==> src/rtl/pma_arbiter.sv <==
// Physical memory attribute checker shared between fetch and data ports.
// Alternating arbitration, 1-entry result registers, saturating violation count.
package pma_pkg;
  typedef struct packed {
    logic [31:0] base;
    logic [31:0] mask;
    logic        executable;
    logic        read_only;
    logic        idempotent;
  } pma_cfg_t;

  localparam pma_cfg_t PMA_DEFAULT = '{
    base:       32'h0000_0000,
    mask:       32'h0000_0000,
    executable: 1'b1,
    read_only:  1'b0,
    idempotent: 1'b1
  };
endpackage

module pma_arbiter
  import pma_pkg::*;
#(
  parameter int       PMA_REGIONS = 1,
  parameter pma_cfg_t PMA_CFG [PMA_REGIONS-1:0] =
    '{default: PMA_DEFAULT}
) (
  input  logic        s_clk_i,
  input  logic        s_resetn_i,
  input  logic        s_f_req_i,
  input  logic [31:0] s_f_addr_i,
  output logic        s_f_gnt_o,
  output logic        s_f_rvalid_o,
  input  logic        s_f_rready_i,
  output logic        s_f_violation_o,
  output logic        s_f_idempotent_o,
  input  logic        s_d_req_i,
  input  logic [31:0] s_d_addr_i,
  input  logic        s_d_write_i,
  output logic        s_d_gnt_o,
  output logic        s_d_rvalid_o,
  input  logic        s_d_rready_i,
  output logic        s_d_violation_o,
  output logic        s_d_idempotent_o,
  input  logic        s_viol_clr_i,
  output logic [7:0]  s_viol_cnt_o
);

  logic        f_elig;
  logic        d_elig;
  logic        last_d;
  logic        any_gnt;

  logic        chk_data;
  logic        chk_write;
  logic [31:0] chk_addr;
  logic        chk_viol;
  logic        chk_idem;

  logic [PMA_REGIONS-1:0] hit;
  logic [PMA_REGIONS-1:0] no_exec;
  logic [PMA_REGIONS-1:0] ro_hit;
  logic [PMA_REGIONS-1:0] idem_hit;

  logic        f_rvalid_q;
  logic        f_viol_q;
  logic        f_idem_q;
  logic        d_rvalid_q;
  logic        d_viol_q;
  logic        d_idem_q;
  logic [7:0]  cnt_q;

  assign f_elig = s_f_req_i &&
                  (!f_rvalid_q || s_f_rready_i);
  assign d_elig = s_d_req_i &&
                  (!d_rvalid_q || s_d_rready_i);

  // last_d=1 means data won last; fetch wins a tie then
  always_comb begin
    s_f_gnt_o = 1'b0;
    s_d_gnt_o = 1'b0;
    priority case (1'b1)
      !s_resetn_i: begin
        s_f_gnt_o = 1'b0;
        s_d_gnt_o = 1'b0;
      end
      f_elig && d_elig: begin
        s_f_gnt_o = last_d;
        s_d_gnt_o = !last_d;
      end
      f_elig: s_f_gnt_o = 1'b1;
      d_elig: s_d_gnt_o = 1'b1;
      default: begin
        s_f_gnt_o = 1'b0;
        s_d_gnt_o = 1'b0;
      end
    endcase
  end

  assign any_gnt   = s_f_gnt_o || s_d_gnt_o;
  assign chk_data  = s_d_gnt_o;
  assign chk_write = chk_data && s_d_write_i;
  assign chk_addr  = chk_data ? s_d_addr_i
                              : s_f_addr_i;

  for (genvar g = 0; g < PMA_REGIONS; g++)
  begin : g_region
    assign hit[g] =
      (chk_addr & PMA_CFG[g].mask) ==
      PMA_CFG[g].base;
    assign no_exec[g] =
      hit[g] && !PMA_CFG[g].executable;
    assign ro_hit[g] =
      hit[g] && PMA_CFG[g].read_only;
    assign idem_hit[g] =
      hit[g] && PMA_CFG[g].idempotent;
  end

  assign chk_viol = !(|hit) ||
                    (!chk_data && (|no_exec)) ||
                    (chk_write && (|ro_hit));
  assign chk_idem = |idem_hit;

  always_ff @(posedge s_clk_i or negedge s_resetn_i) begin
    if (!s_resetn_i) begin
      last_d <= 1'b1;
    end else if (any_gnt) begin
      last_d <= s_d_gnt_o;
    end
  end

  // a same-cycle regrant refills the slot instead of draining it
  always_ff @(posedge s_clk_i or negedge s_resetn_i) begin
    if (!s_resetn_i) begin
      f_rvalid_q <= 1'b0;
      f_viol_q   <= 1'b0;
      f_idem_q   <= 1'b0;
    end else if (s_f_gnt_o) begin
      f_rvalid_q <= 1'b1;
      f_viol_q   <= chk_viol;
      f_idem_q   <= chk_idem;
    end else if (s_f_rready_i) begin
      f_rvalid_q <= 1'b0;
    end
  end

  always_ff @(posedge s_clk_i or negedge s_resetn_i) begin
    if (!s_resetn_i) begin
      d_rvalid_q <= 1'b0;
      d_viol_q   <= 1'b0;
      d_idem_q   <= 1'b0;
    end else if (s_d_gnt_o) begin
      d_rvalid_q <= 1'b1;
      d_viol_q   <= chk_viol;
      d_idem_q   <= chk_idem;
    end else if (s_d_rready_i) begin
      d_rvalid_q <= 1'b0;
    end
  end

  always_ff @(posedge s_clk_i or negedge s_resetn_i) begin
    if (!s_resetn_i) begin
      cnt_q <= 8'd0;
    end else if (s_viol_clr_i) begin
      cnt_q <= 8'd0;
    end else if (any_gnt && chk_viol &&
                 cnt_q != 8'hFF) begin
      cnt_q <= cnt_q + 8'd1;
    end
  end

  assign s_f_rvalid_o     = f_rvalid_q;
  assign s_f_violation_o  = f_viol_q;
  assign s_f_idempotent_o = f_idem_q;
  assign s_d_rvalid_o     = d_rvalid_q;
  assign s_d_violation_o  = d_viol_q;
  assign s_d_idempotent_o = d_idem_q;
  assign s_viol_cnt_o     = cnt_q;

endmodule

==> config.mk <==
export PLATFORM = sky130hd
export DESIGN_NAME = pma_arbiter
export DESIGN_NICKNAME = d
export VERILOG_FILES = /design/src/rtl/pma_arbiter.sv
export SDC_FILE = /design/constraint.sdc
export NUM_CORES = 1
export LEC_CHECK = 0
export ABC_AREA = 1
export CAP_MARGIN = 5
export CORE_UTILIZATION = 13
export DETAILED_ROUTE_END_ITERATION = 12
export GPL_ROUTABILITY_DRIVEN = 0
export HOLD_SLACK_MARGIN = 0.1
export PLACE_DENSITY = 0.76
export REMOVE_ABC_BUFFERS = 1
export SLEW_MARGIN = 20
export SYNTH_ARGS = -nofsm -noshare
export SYNTH_HDL_FRONTEND = slang
export SYNTH_SLANG_ARGS = --single-unit
==> constraint.sdc <==
create_clock -name s_clk_i -period 0.9 [get_ports s_clk_i]
set_clock_uncertainty 0.15 [all_clocks]
set_input_delay 0.135 -clock s_clk_i [delete_from_list [all_inputs] [get_ports s_clk_i]]
set_output_delay 0.135 -clock s_clk_i [all_outputs]
set_load 0.05 [all_outputs]
-- After elaboration in Yosys (flattened, before gate mapping)
Index checks and enable logic that the tools add are counted.
- multiplexer cells: 11
- reduce and logical (&&, ||, !) cells: 11
- operator list (operator ; count):
    1-bit two-way mux ; 11
    2-bit nonzero test ; 2
    1-bit logical AND ; 3
    1-bit zero test ; 3
    1-bit logical OR ; 3
- output and inout bits: 16
- flip-flop bits (word level): 5
- bits of input ports: 72
- logic and storage cells: 27

-- Depth between registers and ports, before layout
- depth in word-level cells: 8
- depth in mapped cells: 6
- mapped depth without buffers: 6

-- Worst setup path after synthesis
Ideal clock, no wire load.
- path type: register to output
- start point: register f_rvalid_q, in the netlist s_f_rvalid_o
- end point: output port s_f_gnt_o
- setup slack: -619 ps
- stages on the path, launching flop included: 6
- arrival time: 1234 ps
- cell sequence: dfrtp_1 > nand2_2 > nand2_1 > nor2_1 > nand2_1 > inv_1
- longest elaborated chain between the ends: 6
- elaborated cells between the ends (all ways): 7
- ends and longest elaborated chain (what ; line ; RTL):
    start: declaration ; 65 ; logic f_rvalid_q;
    start signal: assignment ; 135 ; f_rvalid_q <= 1'b0;
    start signal: assignment ; 139 ; f_rvalid_q <= 1'b1;
    start signal: assignment ; 143 ; f_rvalid_q <= 1'b0;
    1-bit zero test * ; 74 ; (!f_rvalid_q || s_f_rready_i);
    1-bit logical OR * ; 74 ;
    1-bit logical AND * ; 73 ; assign f_elig = s_f_req_i &&
    1-bit two-way mux / 1-bit logical AND (equally long branches) ; 82, 87 ;
    1-bit two-way mux * (2 in a row) ; 82 ; priority case (1'b1)
    end: declaration ; 32 ; output logic s_f_gnt_o,
Every way passes the cells marked *; elsewhere a longest branch is shown, timed or not.

-- Final worst setup path
- start point: register last_d
- end point: output port s_f_gnt_o
- longest elaborated chain between the ends: 2
- ends and longest elaborated chain (what ; line ; RTL):
    start: declaration ; 51 ; logic last_d;
    start signal: assignment ; 128 ; last_d <= s_d_gnt_o;
    1-bit two-way mux (2 in a row) ; 82 ;
No other way between the ends.

==> impl_metrics.csv <==
group,metric,value,unit
outcome,outcome,"finished, violations left",
outcome,violations,"negative setup slack",
detailed_routing,ant_nets,0,
critical_path,crit_arrival,1150,ps
detailed_routing,wl,735,um
synth,synth.avg_cell_area,7.79,um2
layout,syn2layout_area_growth,95.6,%
layout,finalNonFillerCells,94,
timing,setup_tns,-3460,ps
synth,yosysSeqAreaShare,40.6,%
critical_path,crit_fanout,3,
synth,ys_top_cells_by_area,"dfrtp_1 (32%), buf_4 (24%), nand2_1 (11%)",
detailed_routing,post_drt_wl_per_cell,7.82,um
cts,cts_buffers,3,
floorplan,core_area,2230,um2
timing,finalHoldViolations,0,
floorplan,ios,88,
layout,final_area,609,um2
placed_design,dp_hpwl,554,um
power,power_density,1540,nW/um2
critical_path,worstPathRequired,610,ps
grt,track_usage,5.83,%
floorplan,die_height,51.0,um
min_path,holdCritPathClass,"input pin to async pin",
layout,antenna_cells,0,
detailed_routing,drt_iter0_markers,3,
detailed_routing,drc,0,
critical_path,endpoint_kind,"output pin",
detailed_routing,via_per_inst,3.06,
synth,yosysTopAreaCellShare,32.1,%
floorplan,dieArea,2600,um2
timing,fin_crit_sh,160,%
flow_run,cap_violations,0,
timing,max_clock_freq,0.696,GHz
detailed_routing,vias,288,
floorplan,rows,17,
detailed_routing,first_pass_iters,3,
synth,syn-instance-count,40,
grt,grt_pass1_vias,282,
cts,cts.reportedPaths.clkPinSlew,50,ps
timing,drv_slew,0,
synth,synth_area_leader_cell,"dfrtp_1",
grt,antenna_found_initial,0,
critical_path,timing_worst_setup_path_type,"flop to output pin",
placed_design,io_buffers,11,
layout,nets,139,
layout,final_util,27.3,%
synth,ys_ff_latch,5,
placed_design,post_dp_cell_area,520,um2
timing,setup_viol,11,
cts,clk_path_buf_depth,2,
layout,drive_above_1_share,53.0,%
critical_path,r2r_cells,5,
critical_path,critPathLaunchType,"flop",
timing,whs,75.3,ps
layout,layout_commonest_cell,"buf_4",
grt,grt_pass1_wl,1080,um
power,vdd_ir_drop_max,560,uV
cts,cts_root_buffer,"clkbuf_4",
timing,fin_ws,-537,ps
cts,clkLatencyLatePin,240,ps
synth,syn-cell-area,312,um2
cts,cts_tree,"done",
floorplan,die_w,51.0,um
cts,htreeDepth,1,
grt,grt_start_max_net_pins,7,
grt,grt_remaining_overflow,0,
timing,rsz0062_at_grt,"true",
floorplan,start_util,13.9,%
placed_design,dp_cells,84,
timing,post-route-min-period,1440,ps
synth,synthDistinctLibCells,12,
layout,n_fill_cell,249,
layout,final_cell_mix,"buf_4 (11), conb_1 (10), nand2_2 (8)",
power,leakage,0.326,nW
cts,cts_num_sinks,5,
synth,yosysWarnings,0,
cell families (layout without fill, tap and decap cells):
kind of cell           count (synthesis)  count (layout)  synth area share (%)
and+or+nand+nor                       17              17                  25.7
DFF                                    5               5                  40.6
other                                  1              10                  1.20
buffers and inverters                 17              34                  32.5
synthesized netlist by cell type:
cell and instances:
buf_4 10, nand2_1 9, inv_1 6, dfrtp_1 4, nand2_2 3, nand3_1 2
conb_1 1, dfstp_2 1, inv_2 1, nand3b_1 1, nor2_1 1, nor2_2 1
registers in the layout, summed over array words and instances, names as in the netlist:
name and flops:
s_d_idempotent_o 1, last_d 1, s_f_idempotent_o 1, s_d_rvalid_o 1, s_f_rvalid_o 1
per-stage QoR:
| step | power [mW] | setup slack (ps) |
|---|---|---|
| global route | 0.996 | -594 |
| finish | 0.939 | -537 |
| global placement | 0.635 | -560 |
| CTS | 0.947 | -576 |
| floorplan | 0.475 | -619 |
| detailed placement | 0.641 | -573 |
power breakdown:
group / internal (mW) / total, mW / leakage (nW) / switching, mW
Combinational: 0.172 / 0.415 / 0.257 / 0.243
Clock: 0.167 / 0.256 / 0.0150 / 0.0882
Sequential: 0.253 / 0.269 / 0.0534 / 0.0154
metal layers:
layer / global-route usage (%) / vias up / share of wire (%)
li1: - / 146 / -
met1: 5.52 / 132 / 37
met2: 10.3 / 10 / 57
met3: 2.08 / 0 / 5.4
met4: 4.17 / 0 / 0
met5: 0 / - / 0
cell type report:
class | instances | area (um2) | area share (%)
Sequential cell | 5 | 126 | 20.7
Inverter | 7 | 26.3 | 4.31
Multi-Input combinational cell | 27 | 133 | 21.8
Timing Repair Buffer | 23 | 263 | 43.1
Clock buffer | 4 | 26.3 | 4.31
Tap cell | 28 | 35.0 | 5.75
critical path, stage by stage (launching register included):
cell and delay (ps):
dfstp_2 540, nand3b_1 120, nand2_2 70, inv_2 70, buf_12 130
what timing repair did:
| action | in CTS | in global routing |
|---|---|---|
| buffers inserted | 4 | 5 |
| endpoints found under the hold margin | 4 | 3 |
| gates cloned | 0 | 0 |
| setup endpoints to repair | 11 | 11 |
| resized for setup | 9 | 2 |
| pin swaps | 5 | 5 |
path summary, 6_finish.rpt:
path / from / to / slack (ps)
worst max-delay path: last_d / s_f_gnt_o / -540
min in group s_clk_i: s_d_rready_i / s_d_rvalid_o / 340
max in group asynchronous: s_resetn_i / last_d / 320
worst max register to register: last_d / s_d_idempotent_o / -310
worst min-delay path: s_resetn_i / s_d_idempotent_o / 80
worst min register to register: last_d / last_d / 350
Power figures use the tool's default switching activity.
